## src/rtl/jh_mem_arb_pkg.sv

```systemverilog
// Shared types for the single-port SRAM arbiter: read-tracking FSM states
// and the requester id carried from grant to response.
package jh_mem_arb_pkg;

  typedef enum logic [1:0] {
    IDLE = 2'd0,
    RD   = 2'd1,
    RSP  = 2'd2
  } rd_state_t;

  typedef logic req_id_t;

  localparam int NUM_REQ = 2;

endpackage

```

## src/rtl/jh_mem_req_if.sv

```systemverilog
// One requester port of the SRAM arbiter: request channel plus read-response channel.
interface jh_mem_req_if #(
  parameter int ADDR_WIDTH = 16,
  parameter int DATA_WIDTH = 32
);

  // Request moves when valid && ready in the same cycle; ready may depend on
  // valid. Read response moves when rvalid && rready; rdata is held until then.
  logic                  valid;
  logic                  ready;
  logic                  we;
  logic [DATA_WIDTH-1:0] bit_en;
  logic [ADDR_WIDTH-1:0] addr;
  logic [DATA_WIDTH-1:0] wdata;
  logic                  rvalid;
  logic [DATA_WIDTH-1:0] rdata;
  logic                  rready;

  modport master (
    output valid, we, bit_en, addr, wdata, rready,
    input  ready, rvalid, rdata
  );

  modport slave (
    input  valid, we, bit_en, addr, wdata, rready,
    output ready, rvalid, rdata
  );

endinterface

```

## src/rtl/jh_rr_arb2.sv

```systemverilog
// Two-input round-robin picker; the pointer moves past the winner only
// when advance is asserted and something is granted.
module jh_rr_arb2
  import jh_mem_arb_pkg::*;
(
  input  logic       clk,
  input  logic       rst_b,
  input  logic [1:0] req,
  input  logic       adv,
  output logic [1:0] gnt
);

  req_id_t prio_q;

  always_comb begin
    gnt = 2'b00;
    if (prio_q == 1'b0) begin
      if (req[0])      gnt = 2'b01;
      else if (req[1]) gnt = 2'b10;
    end else begin
      if (req[1])      gnt = 2'b10;
      else if (req[0]) gnt = 2'b01;
    end
  end

  // Winner 0 hands priority to 1 and vice versa.
  always_ff @(posedge clk) begin
    if (!rst_b) begin
      prio_q <= 1'b0;
    end else if (adv && (gnt != 2'b00)) begin
      prio_q <= gnt[0];
    end
  end

endmodule

```

## src/rtl/jh_mem_1p_arb.sv

```systemverilog
// Two-requester arbiter for a single-port SRAM with one-cycle read latency.
// Writes finish at grant; one read at a time is tracked through IDLE/RD/RSP.
module jh_mem_1p_arb
  import jh_mem_arb_pkg::*;
#(
  parameter int ADDR_WIDTH = 16,
  parameter int DATA_WIDTH = 32
) (
  input  logic                  clk,
  input  logic                  rst_b,
  jh_mem_req_if.slave           req0,
  jh_mem_req_if.slave           req1,
  output logic                  mem_re,
  output logic                  mem_we,
  output logic [DATA_WIDTH-1:0] mem_bit_en,
  output logic [DATA_WIDTH-1:0] mem_wdata,
  output logic [ADDR_WIDTH-1:0] mem_addr,
  input  logic [DATA_WIDTH-1:0] mem_rdata,
  output rd_state_t             state_dbg
);

  rd_state_t             state_q, state_d;
  req_id_t               pend_id_q, pend_id_d;
  req_id_t               owner_q, owner_d;
  logic [DATA_WIDTH-1:0] rdata_q, rdata_d;

  logic       rvalid0, rvalid1;
  logic       rsp_accept;
  logic       rd_ok;
  logic [1:0] elig;
  logic [1:0] gnt;
  logic       gnt_we;
  logic       rd_gnt;
  req_id_t    gnt_id;

  assign rvalid0    = rst_b && (state_q == RSP) && (owner_q == 1'b0);
  assign rvalid1    = rst_b && (state_q == RSP) && (owner_q == 1'b1);
  assign rsp_accept = (rvalid0 && req0.rready) || (rvalid1 && req1.rready);

  // A read may start only when no read is outstanding, or when the held
  // response leaves in this very cycle.
  assign rd_ok   = (state_q == IDLE) || rsp_accept;
  assign elig[0] = rst_b && req0.valid && (req0.we || rd_ok);
  assign elig[1] = rst_b && req1.valid && (req1.we || rd_ok);

  jh_rr_arb2 u_rr_arb2 (
    .clk   (clk),
    .rst_b (rst_b),
    .req   (elig),
    .adv   (|elig),
    .gnt   (gnt)
  );

  assign gnt_id = gnt[1];
  assign gnt_we = gnt[1] ? req1.we : req0.we;
  assign rd_gnt = (gnt != 2'b00) && !gnt_we;

  assign req0.ready = gnt[0];
  assign req1.ready = gnt[1];

  always_comb begin
    mem_re     = 1'b0;
    mem_we     = 1'b0;
    mem_addr   = '0;
    mem_bit_en = '0;
    mem_wdata  = '0;
    if (gnt[0]) begin
      mem_re     = !req0.we;
      mem_we     = req0.we;
      mem_addr   = req0.addr;
      mem_bit_en = req0.bit_en;
      mem_wdata  = req0.wdata;
    end else if (gnt[1]) begin
      mem_re     = !req1.we;
      mem_we     = req1.we;
      mem_addr   = req1.addr;
      mem_bit_en = req1.bit_en;
      mem_wdata  = req1.wdata;
    end
  end

  always_comb begin
    state_d   = state_q;
    pend_id_d = pend_id_q;
    owner_d   = owner_q;
    rdata_d   = rdata_q;
    case (state_q)
      IDLE: begin
        if (rd_gnt) begin
          state_d   = RD;
          pend_id_d = gnt_id;
        end
      end
      RD: begin
        state_d = RSP;
        rdata_d = mem_rdata;
        owner_d = pend_id_q;
      end
      RSP: begin
        if (rsp_accept) begin
          if (rd_gnt) begin
            state_d   = RD;
            pend_id_d = gnt_id;
          end else begin
            state_d = IDLE;
          end
        end
      end
      default: state_d = IDLE;
    endcase
  end

  always_ff @(posedge clk) begin
    if (!rst_b) begin
      state_q   <= IDLE;
      pend_id_q <= 1'b0;
      owner_q   <= 1'b0;
      rdata_q   <= '0;
    end else begin
      state_q   <= state_d;
      pend_id_q <= pend_id_d;
      owner_q   <= owner_d;
      rdata_q   <= rdata_d;
    end
  end

  assign req0.rvalid = rvalid0;
  assign req1.rvalid = rvalid1;
  assign req0.rdata  = rvalid0 ? rdata_q : '0;
  assign req1.rdata  = rvalid1 ? rdata_q : '0;
  assign state_dbg   = state_q;

endmodule

```

## src/flat_wrapper.sv

```systemverilog
// flat-port wrapper written by rule: the top's interface ports become plain ports
module jh_mem_1p_arb_flat import jh_mem_arb_pkg::*;
#(
  parameter int ADDR_WIDTH = 16,
  parameter int DATA_WIDTH = 32
)
  (clk, rst_b, mem_re, mem_we, mem_bit_en, mem_wdata, mem_addr, mem_rdata, state_dbg, req0_valid, req0_we, req0_bit_en, req0_addr, req0_wdata, req0_rready, req0_ready, req0_rvalid, req0_rdata, req1_valid, req1_we, req1_bit_en, req1_addr, req1_wdata, req1_rready, req1_ready, req1_rvalid, req1_rdata);
  jh_mem_req_if #(.ADDR_WIDTH(ADDR_WIDTH), .DATA_WIDTH(DATA_WIDTH)) req0_i ();
  jh_mem_req_if #(.ADDR_WIDTH(ADDR_WIDTH), .DATA_WIDTH(DATA_WIDTH)) req1_i ();
  input  logic clk;
  input  logic rst_b;
  output logic mem_re;
  output logic mem_we;
  output logic [DATA_WIDTH-1:0] mem_bit_en;
  output logic [DATA_WIDTH-1:0] mem_wdata;
  output logic [ADDR_WIDTH-1:0] mem_addr;
  input  logic [DATA_WIDTH-1:0] mem_rdata;
  output rd_state_t state_dbg;
  input wire logic [$bits(req0_i.valid)-1:0] req0_valid;
  input wire logic [$bits(req0_i.we)-1:0] req0_we;
  input wire logic [$bits(req0_i.bit_en)-1:0] req0_bit_en;
  input wire logic [$bits(req0_i.addr)-1:0] req0_addr;
  input wire logic [$bits(req0_i.wdata)-1:0] req0_wdata;
  input wire logic [$bits(req0_i.rready)-1:0] req0_rready;
  output wire logic [$bits(req0_i.ready)-1:0] req0_ready;
  output wire logic [$bits(req0_i.rvalid)-1:0] req0_rvalid;
  output wire logic [$bits(req0_i.rdata)-1:0] req0_rdata;
  input wire logic [$bits(req1_i.valid)-1:0] req1_valid;
  input wire logic [$bits(req1_i.we)-1:0] req1_we;
  input wire logic [$bits(req1_i.bit_en)-1:0] req1_bit_en;
  input wire logic [$bits(req1_i.addr)-1:0] req1_addr;
  input wire logic [$bits(req1_i.wdata)-1:0] req1_wdata;
  input wire logic [$bits(req1_i.rready)-1:0] req1_rready;
  output wire logic [$bits(req1_i.ready)-1:0] req1_ready;
  output wire logic [$bits(req1_i.rvalid)-1:0] req1_rvalid;
  output wire logic [$bits(req1_i.rdata)-1:0] req1_rdata;
  assign req0_i.valid = req0_valid;
  assign req0_i.we = req0_we;
  assign req0_i.bit_en = req0_bit_en;
  assign req0_i.addr = req0_addr;
  assign req0_i.wdata = req0_wdata;
  assign req0_i.rready = req0_rready;
  assign req0_ready = req0_i.ready;
  assign req0_rvalid = req0_i.rvalid;
  assign req0_rdata = req0_i.rdata;
  assign req1_i.valid = req1_valid;
  assign req1_i.we = req1_we;
  assign req1_i.bit_en = req1_bit_en;
  assign req1_i.addr = req1_addr;
  assign req1_i.wdata = req1_wdata;
  assign req1_i.rready = req1_rready;
  assign req1_ready = req1_i.ready;
  assign req1_rvalid = req1_i.rvalid;
  assign req1_rdata = req1_i.rdata;
  jh_mem_1p_arb #(.ADDR_WIDTH(ADDR_WIDTH), .DATA_WIDTH(DATA_WIDTH)) u_core (.clk(clk), .rst_b(rst_b), .req0(req0_i), .req1(req1_i), .mem_re(mem_re), .mem_we(mem_we), .mem_bit_en(mem_bit_en), .mem_wdata(mem_wdata), .mem_addr(mem_addr), .mem_rdata(mem_rdata), .state_dbg(state_dbg));
endmodule
```

## config.mk

```make
export PLATFORM = sky130hd
export DESIGN_NAME = jh_mem_1p_arb_flat
export DESIGN_NICKNAME = d
export VERILOG_FILES = /design/src/rtl/jh_mem_arb_pkg.sv /design/src/rtl/jh_mem_req_if.sv /design/src/rtl/jh_rr_arb2.sv /design/src/rtl/jh_mem_1p_arb.sv /design/src/flat_wrapper.sv
export SDC_FILE = /design/constraint.sdc
export NUM_CORES = 1
export LEC_CHECK = 0
export BUFFER_PORTS_ARGS = -buffer_cell sky130_fd_sc_hd__buf_2
export CORE_AREA = 3 3 137 139
export CTS_BUF_LIST = sky130_fd_sc_hd__clkbuf_8
export DETAILED_ROUTE_END_ITERATION = 8
export DIE_AREA = 0 0 140 142
export GPL_TIMING_DRIVEN = 0
export PLACE_DENSITY = 0.44
export REMOVE_ABC_BUFFERS = 1
export SKIP_LAST_GASP = 1
export SYNTH_ARGS = -nofsm -noshare
export SYNTH_HDL_FRONTEND = slang
export SYNTH_SLANG_ARGS = --single-unit
```

## constraint.sdc

```tcl
create_clock -name clk -period 4.75 [get_ports clk]
set_input_delay 0.7125 -clock clk [delete_from_list [all_inputs] [get_ports clk]]
set_output_delay 0.7125 -clock clk [all_outputs]
set_load 0.02 [all_outputs]
```

==> summary.md, run 1 <==
| Metric | Value |
|---|---|
| Fin nets | `868` |
| Die H | `142 um` |
| Fill cells | `2072` |
| Place WS | `0.7516 ns` |
| Setup CP Type | `primary input to primary output` |
| Final Max Slew Viols | `0` |
| Delay-heaviest family, CP | `buffers and inverters` |
| DP HPWL | `13.40 mm` |
| Footprint of the multi-input gates | `1839 um^2` |
| Crit-path max FO | `42` |
| Clk pwr share | `0.225` |
| Maximum clock path buffer count | `2` |
| RSZ-0062 raised after global routing | `false` |
| First-pass GRT wire length | `~23 mm` |
| Switch Pwr | `around 0.00038 W` |
| Delay of the slowest critical-path stage | `0.67 ns` |
| Drt initial violations | `about 130` |
| Sequential element share of the synthesized area | `0.2674` |
| Register area | `~740 um^2` |
| Fmax | `0.2516 GHz` |
| Post-Syn Instances | `roughly 340` |
| VDD IR max | `0.09410 mV` |
| Relative slew margins | `0.3617` |
| Pre-antenna DRT Iters | `6` |
| TritonCTS clock tree | `yes` |
| Final Hold Viols | `0` |
| Depth of the CTS H-tree | `2` |
| Netlist cell types | `28` |
| Fin crit period | `3.974 ns` |
| CP arrival | `about 3.3 ns` |
| Placer congestion estimate | `0.7889` |
| CP max-delay cell | `a21oi_4` |
| Gr usage total | `0.1482` |
| Sw Share | `0.3789` |
| Clock Root Buffer | `clkbuf_8` |
| Initial Util | `0.1558` |
| Floorplan row count | `49` |
| Layout area overhead | `72.63%` |
| Post-CTS setup buffers | `0` |
| # resized after CTS | `0` |
| Ys Warns | `0` |
| DR DRC count | `0` |
| Clock Pin Slew Worst Setup and Hold Paths | `0.07 ns` |
| Final setup viols | `0` |
| IO Port Bufs | `about 350` |
| Tightest Hold Check Type | `flop to flop` |
| Via Count | `approximately 3.8k` |
| Avg Cell Area, Syn | `8.100 um^2` |
| Share of cells above drive strength 1 | `0.5494` |
| Largest net degree at the start of global routing | `85` |
| DIE WIDTH | `140 um` |
| Clock latency on the worst-skew pair | `a little under 0.3 ns` |
| CP Buf/Inv Count | `4` |
| Clock buffer count from CTS | `5` |
| Max Cap Violations | `0` |
| P_leak | `2.685 nW` |
| Gr ovfl total | `0` |
| Fin crit share | `0.8367` |
| Combinational Power Share | `0.431` |
| Sequential fraction of design power | `0.344` |
| Routed wire per std cell | `about 18 um` |
| Worst path cell trace | `buf_2 > and2_1 > o221ai_2 > a21oi_4 > buf_16 > buf_16 > a22o_1 > buf_2` |
| Status | `complete, no violations` |
| Vias in the first global route | `between 3k and 4k` |
| Sink Count | `37` |
| Clock Skews | `0.004920 ns` |
| Total power | `a little over 0.001 W` |
| Routed Antenna Nets | `0` |
| P per Cell Area | `210.9 nW/um^2` |
| Core Box Area | `17780 um^2` |
| Internal power | `0.0006266 W` |
| Synthesis-stage register bit count | `37` |
| Worst setup EP type | `primary output` |
| I/O pin count | `around 350` |
| CP startpoint kind | `primary input` |
| CTS Hold Bufs | `0` |
| Initial antenna violation count | `7` |
| Setup WS post-layout | `0.7755 ns` |
| Drt total wl | `between 15 and 20 mm` |
| Synthesized cell area | `2770 um^2` |
| WP data required | `between 4 and 5 ns` |
| Drt via density | `4.199` |
| Die area | `19880 um^2` |
| Actual slew at the worst max-slew pin | `around 0.96 ns` |
==> power groups by stage <==
| stage | logic [W] | registers, W | clock network (W) |
|---|---|---|---|
| after floorplan | 0.000231 | 0.000350 | 0 |
| after global placement | 0.000439 | 0.000354 | 0 |
| after detailed placement | 0.000442 | 0.000355 | 0 |
| after CTS | 0.000444 | 0.000348 | 0.000242 |
| after global routing | 0.000471 | 0.000351 | 0.000252 |
| final | 0.000435 | 0.000347 | 0.000227 |
==> per-stage QoR <==
step / hold slack [ns] / TNS [ns] / cells / instance area (um^2) / util
after floorplan: 0.4473 / 0 / 308 / 2570 / -
after global routing: 0.5039 / 0 / 897 / 4772 / 0.2684
after CTS: 0.4774 / 0 / 897 / 4770 / 0.2683
after detailed placement: 0.4670 / 0 / 890 / 4683 / 0.2634
final: 0.4720 / 0 / 901 / 4782 / 0.2690
after global placement: 0.4623 / -40.47 / 888 / 4613 / 0.2595
==> placed cells by master (no fill, tap or decap), drive strengths merged <==
master / instances
diode: 4
nor3b: 1
clkbuf: 6
and3: 1
a21oi: 1
a21boi: 33
o21bai: 1
and4bb: 1
buf: 353
o22a: 1
nand2: 67
o221ai: 1
and4: 1
a32o: 1
and3b: 1
o211a: 1
nor2: 1
o21a: 2
nand2b: 2
mux2: 1
mux2i: 2
a21o: 3
a211oi: 1
a22o: 80
and2: 66
dfxtp: 37
inv: 3
==> worst min-delay path: stages, from the launching register on <==
cell and delay, ns:
dfxtp_1 0.31, nand2_1 0.05, a21boi_0 0.06
==> sequential cells by signal (all words and copies together) (netlist names) <==
name and flops:
u_core.rdata_q 32, u_core.state_dbg 2, u_core.owner_q 1, u_core.u_rr_arb2.prio_q 1, u_core.pend_id_q 1
==> worst paths after layout <==
| path | startpoint | end | slack [ns] | cells after the start |
|---|---|---|---|---|
| hold reg to reg | u_core.rdata_q[11] | u_core.rdata_q[11] | 0.47 | 2 |
| setup / recovery | rst_b | mem_wdata[9] | 0.78 | 8 |
| hold / removal | u_core.rdata_q[11] | u_core.rdata_q[11] | 0.47 | 2 |
| setup reg to reg | u_core.owner_q | u_core.state_dbg[0] | 2.64 | 4 |
==> layer usage <==
metal	vias to the layer above	GRT usage	share of wire
li1	1875	-	-
met1	1701	0.1850	0.41
met2	185	0.2494	0.49
met3	16	0.05343	0.091
met4	6	0.02754	0.011
met5	-	0	0.0027
==> kinds of logic (layout without fill, tap and decap cells) <==
kind of cell,Yosys count,in the layout,share of synthesized area
AOI/OAI and AO/OA,125,125,0.3835
buffers and inverters,36,362,0.07498
DFF,37,37,0.2674
muxes,3,3,0.01265
other,0,4,0
and+or+nand+nor,141,141,0.2615
==> cell type report <==
| type | instances | area share |
|---|---|---|
| clock inverters | 1 | 0.0007849 |
| repair buffers | 353 | 0.3789 |
| well taps | 229 | 0.05992 |
| clock buffers | 6 | 0.01727 |
| flip-flops and latches | 37 | 0.1549 |
| diodes | 4 | 0.002093 |
| inverters | 2 | 0.001570 |
| multi-input cells | 269 | 0.3846 |
==> synth_stat cells <==
master    count  share of area
a22o_1       80           0.25
nand2_1      67          0.091
and2_1       66           0.15
dfxtp_1      37           0.27
a21boi_0     33          0.089
clkbuf_1     18          0.024
buf_6         8          0.033
buf_2         7          0.013
a21o_1        3         0.0081
inv_1         2         0.0027
mux2i_1       2         0.0072
nand2b_1      2         0.0045
o21a_1        2         0.0054
a211oi_1      1         0.0027
a21oi_4       1         0.0059
a32o_2        1         0.0041
and3_1        1         0.0023
and3b_1       1         0.0032
and4_1        1         0.0032
and4bb_2      1         0.0045
buf_4         1         0.0027
mux2_4        1         0.0054
nor2_1        1         0.0014
nor3b_1       1         0.0027
o211a_1       1         0.0036
o21bai_1      1         0.0027
o221ai_2      1         0.0054
o22a_1        1         0.0032
Power figures use the tool's default switching activity.
==> run 2, diff against run 1 <==
ABC_AREA = 1   (was unset)
CORE_AREA = 3 3 134 136   (was 3 3 137 139)
DIE_AREA = 0 0 137 139   (was 0 0 140 142)
PLACE_DENSITY = 0.46   (was 0.44)
clock period = 4.14 ns   (was 4.75 ns; I/O delays follow)
==> run 2 against run 1 <==
Net effect:
- cell count increased by 18%
- via count is 10% higher
- sequential share of layout area increased by 0.25 points
- utilization is 0.70 points higher
- total power increased by 8.7%
- worst setup slack worse by 0.34 ns
==> summary.md, run 2 <==
| Metric | Value |
|---|---|
| Depth of the CTS H-tree | `2 (unchanged)` |
| Combinational Power Share | `0.419 (-0.012)` |
| Final setup viols | `0 (unchanged)` |
| Share of cells above drive strength 1 | `0.4435 (-0.1059)` |
| Status | `complete, no violations` |
| Max Cap Violations | `0 (unchanged)` |
| # resized after CTS | `1 (+1)` |
| DP HPWL | `12.62 mm (-5.8%)` |
| Fin crit period | `3.706 ns` |
| Post-Synth Simple-Gate Area | `0.4569 (+0.1954)` |
| Worst Hold Launch | `u_core.rdata_q[6]` |
| Actual slew at the worst max-slew pin | `0.9902 ns (+0.03276 ns)` |
| Multiplexer area fraction after synthesis | `0 (-0.01265)` |
| Synthesis-stage register bit count | `37 (unchanged)` |
| Crit-path max FO | `83 (+98%)` |
| TritonCTS clock tree | `yes` |
| Final hold slack | `0.4802 ns (+0.008281 ns)` |
| Reg2reg setup slack | `2.25 ns (-0.39 ns)` |
| CTS Hold Bufs | `0 (unchanged)` |
| Worst r2r src | `u_core.state_dbg[0]` |
| Pre-antenna DRT Iters | `4 (-2)` |
| Fin nets | `1040 (+20%)` |
| Sink Count | `37 (unchanged)` |
| Maximum clock path buffer count | `2 (unchanged)` |
| Synthesized cell area | `2815 um^2 (+1.6%)` |
| Worst setup EP type | `primary output` |
| CP arrival | `3.09 ns (-0.17 ns)` |
| Sequential fraction of design power | `0.361 (+0.017)` |
| RSZ-0062 raised after global routing | `false` |
| CP startpoint kind | `primary input` |
| P_leak | `2.919 nW (+8.7%)` |
| Design Area, Final | `4707 um^2 (-1.6%)` |
| First-pass GRT wire length | `21.46 mm (-6.3%)` |
| Synth Area in Compound Gates | `0.1289 (-0.2546)` |
| Synth Area in Adders | `0 (unchanged)` |
| Worst path cell trace | `buf_2 > nand3_2 > nor2_2 > nand2_2 > nand3_1 > nor2_1 > nor2_4 > nand2_4 > inv_4 > nand2_1 > nand2_1 > buf_2` |
| Clock latency on the worst-skew pair | `0.28 ns (about the same)` |
| Most common cell after layout, fill and taps aside | `buf_2` |
| I/O pin count | `352 (unchanged)` |
| Depth of the worst register-to-register path | `10 (+6)` |
| Drt total wl | `15.23 mm (-5.8%)` |
| Via Count | `4174 (+10%)` |
| Routed wire per std cell | `14.27 um (-20%)` |
| Post-CTS setup buffers | `0 (unchanged)` |
| Die H | `139 um (-2.1%)` |
| VDD IR max | `0.1064 mV (+13%)` |
| Floorplan row count | `48 (-2.0%)` |
| Fin crit share | `0.8953` |
| Initial antenna violation count | `1 (-6)` |
| Netlist cell types | `20 (-29%)` |
| Xor and xnor area share after synthesis | `0 (unchanged)` |
| Top cells by area, synth | `nand2_1, dfxtp_1, nor2_1` |
| DIE WIDTH | `137 um (-2.1%)` |
| Vias in the first global route | `3900 (+8.6%)` |
| Setup CP Type | `primary input to primary output` |
| Clock Root Buffer | `clkbuf_8` |
| Initial Util | `0.1651 (+0.009247)` |
| RR Endpoint | `u_core.u_rr_arb2.prio_q` |
| Largest net degree at the start of global routing | `84 (-1.2%)` |
| Final Max Slew Viols | `0 (unchanged)` |
| Number of flops mapped to enable cells by yosys | `0 (unchanged)` |
| Placer congestion estimate | `0.7990 (+1.3%)` |
| Clock Skews | `0.003056 ns (-0.001864 ns)` |
| Top FF cell, synth | `dfxtp_1` |
| Layout area overhead | `67.20%` |
| Tightest Hold Check Type | `flop to flop` |
| Post-Syn Instances | `515 (+51%)` |
| Post-synth top area cell | `nand2_1` |
| Fmax | `0.2698 GHz` |
| Gr usage total | `0.1466 (-0.001558)` |
| Core Box Area | `17060 um^2 (-4.1%)` |
| Final Hold Viols | `0 (unchanged)` |
| Ys Warns | `0 (unchanged)` |
| Sequential element share of the synthesized area | `0.2631 (-0.004278)` |
| Routed Antenna Nets | `0 (unchanged)` |
| Clock Pin Slew Worst Setup and Hold Paths | `0.07 ns (about the same)` |
| Sw Share | `0.3916 (+0.01274)` |
| Top-area cell type share of the netlist area | `0.3253 (+0.05794)` |
| Avg Cell Area, Syn | `5.466 um^2 (-33%)` |
| Number of flip-flops under the largest register name | `32 (unchanged)` |
| Gr ovfl total | `0 (unchanged)` |
| Largest reg by FF count | `u_core.rdata_q` |
| Delay of the slowest critical-path stage | `0.57 ns (-0.10 ns)` |
| Drt initial violations | `101 (-21%)` |
| Most frequent cell after synthesis | `nand2_1` |
| Clk pwr share | `0.220 (-0.005)` |
| WP data required | `3.52 ns (-0.52 ns)` |
| CP max-delay cell | `inv_4` |
| Synth top cells by count | `nand2_1, nor2_1, inv_1, dfxtp_1, o21ai_0` |
| Largest family of logic cells by synthesized area | `simple AND/OR/NAND/NOR gates` |
| Async SR Flop Fraction | `0 (unchanged)` |
| Hold Crit Depth | `2 (unchanged)` |
| Clock buffer count from CTS | `5 (unchanged)` |
| Crit path launch | `rst_b` |
| DR DRC count | `0 (unchanged)` |
| P per Cell Area | `232.9 nW/um^2 (+10%)` |
| Area post-placement | `4619 um^2 (-1.4%)` |
| IO Port Bufs | `351 (unchanged)` |
| Switch Pwr | `0.0004294 W (+12%)` |
| Internal power | `0.0006671 W (+6.5%)` |
| Most frequent cells in the layout | `buf_2, nand2_1, nor2_1, inv_1, dfxtp_1` |
| Die area | `19040 um^2 (-4.2%)` |
| Hold Path Sink | `u_core.rdata_q[6]` |
| Relative slew margins | `0.3392 (-0.02257)` |
| Drt via density | `3.912 (-6.8%)` |
[run 2: cell types whose count changed in the layout (fill, tap and decap cells not counted), moves of 36 or more]
cell and change:
a22o_1 -80, and2_1 -66, inv_1 +39, nand2_1 +177, nor2_1 +70, o21ai_0 +36
[run 2: per-stage QoR]
| stage | utilization | setup TNS (ns) | total power [W] | instances | setup slack, ns |
|---|---|---|---|---|---|
| 3_3_place_gp | 0.2697 | -0.7749 | 0.0008680 | 1057 | -0.2014 |
| 4_1_cts | 0.2758 | 0 | 0.001124 | 1066 | 0.3421 |
| 5_1_grt | 0.2760 | 0 | 0.001182 | 1067 | 0.1429 |
| 2_1_floorplan | - | 0 | 0.0006430 | 481 | 1.103 |
| 3_5_place_dp | 0.2708 | -0.3814 | 0.0008701 | 1058 | -0.1285 |
| 6_report | 0.2760 | 0 | 0.001096 | 1067 | 0.4336 |
[run 2: critical path: cells and delay by family]
family	cells	cell delay (ns)
buffers and inverters	3	1.24
and+or+nand+nor	9	1.19
[run 2: cell families (layout without fill, tap and decap cells)]
group | after synthesis | in the layout
buffers and inverters | 79 | 405
AOI/OAI and AO/OA | 72 | 72
other | 0 | 1
DFF | 37 | 37
and+or+nand+nor | 327 | 327
[run 2: worst max path at each step]
stage                          end  slack [ns]  cells past startpoint
finish              mem_bit_en[15]        0.43                     12
global route        mem_bit_en[15]        0.14                     12
CTS                 mem_bit_en[15]        0.34                     12
detailed placement  mem_bit_en[15]       -0.13                     12
global placement    mem_bit_en[15]       -0.20                     12
floorplan                   mem_we        1.10                     10
[run 2: area by class of cell]
cell class	instances	area, um^2
Fill cell	2050	12350
Timing Repair Buffer	352	1777
Multi-Input combinational cell	399	1649
Sequential cell	37	740.7
Tap cell	225	281.5
Inverter	45	173.9
Clock buffer	5	68.82
Clock inverter	3	13.76
Antenna cell	1	2.502
[run 2: per-layer routing]
metal	wire, um	global-route usage	vias to the layer above
met5	0	0	-
met4	128	0.03309	0
met3	1678	0.05769	7
met2	7450	0.2603	205
met1	5971	0.1635	1759
li1	-	-	2203
[run 2: power by group through the flow]
| stage | clock network [W] | logic [W] | registers, W |
|---|---|---|---|
| global route | 0.000271 | 0.000513 | 0.000398 |
| CTS | 0.000260 | 0.000469 | 0.000395 |
| detailed placement | 0 | 0.000466 | 0.000404 |
| finish | 0.000242 | 0.000459 | 0.000395 |
| global placement | 0 | 0.000465 | 0.000403 |
| floorplan | 0 | 0.000239 | 0.000404 |
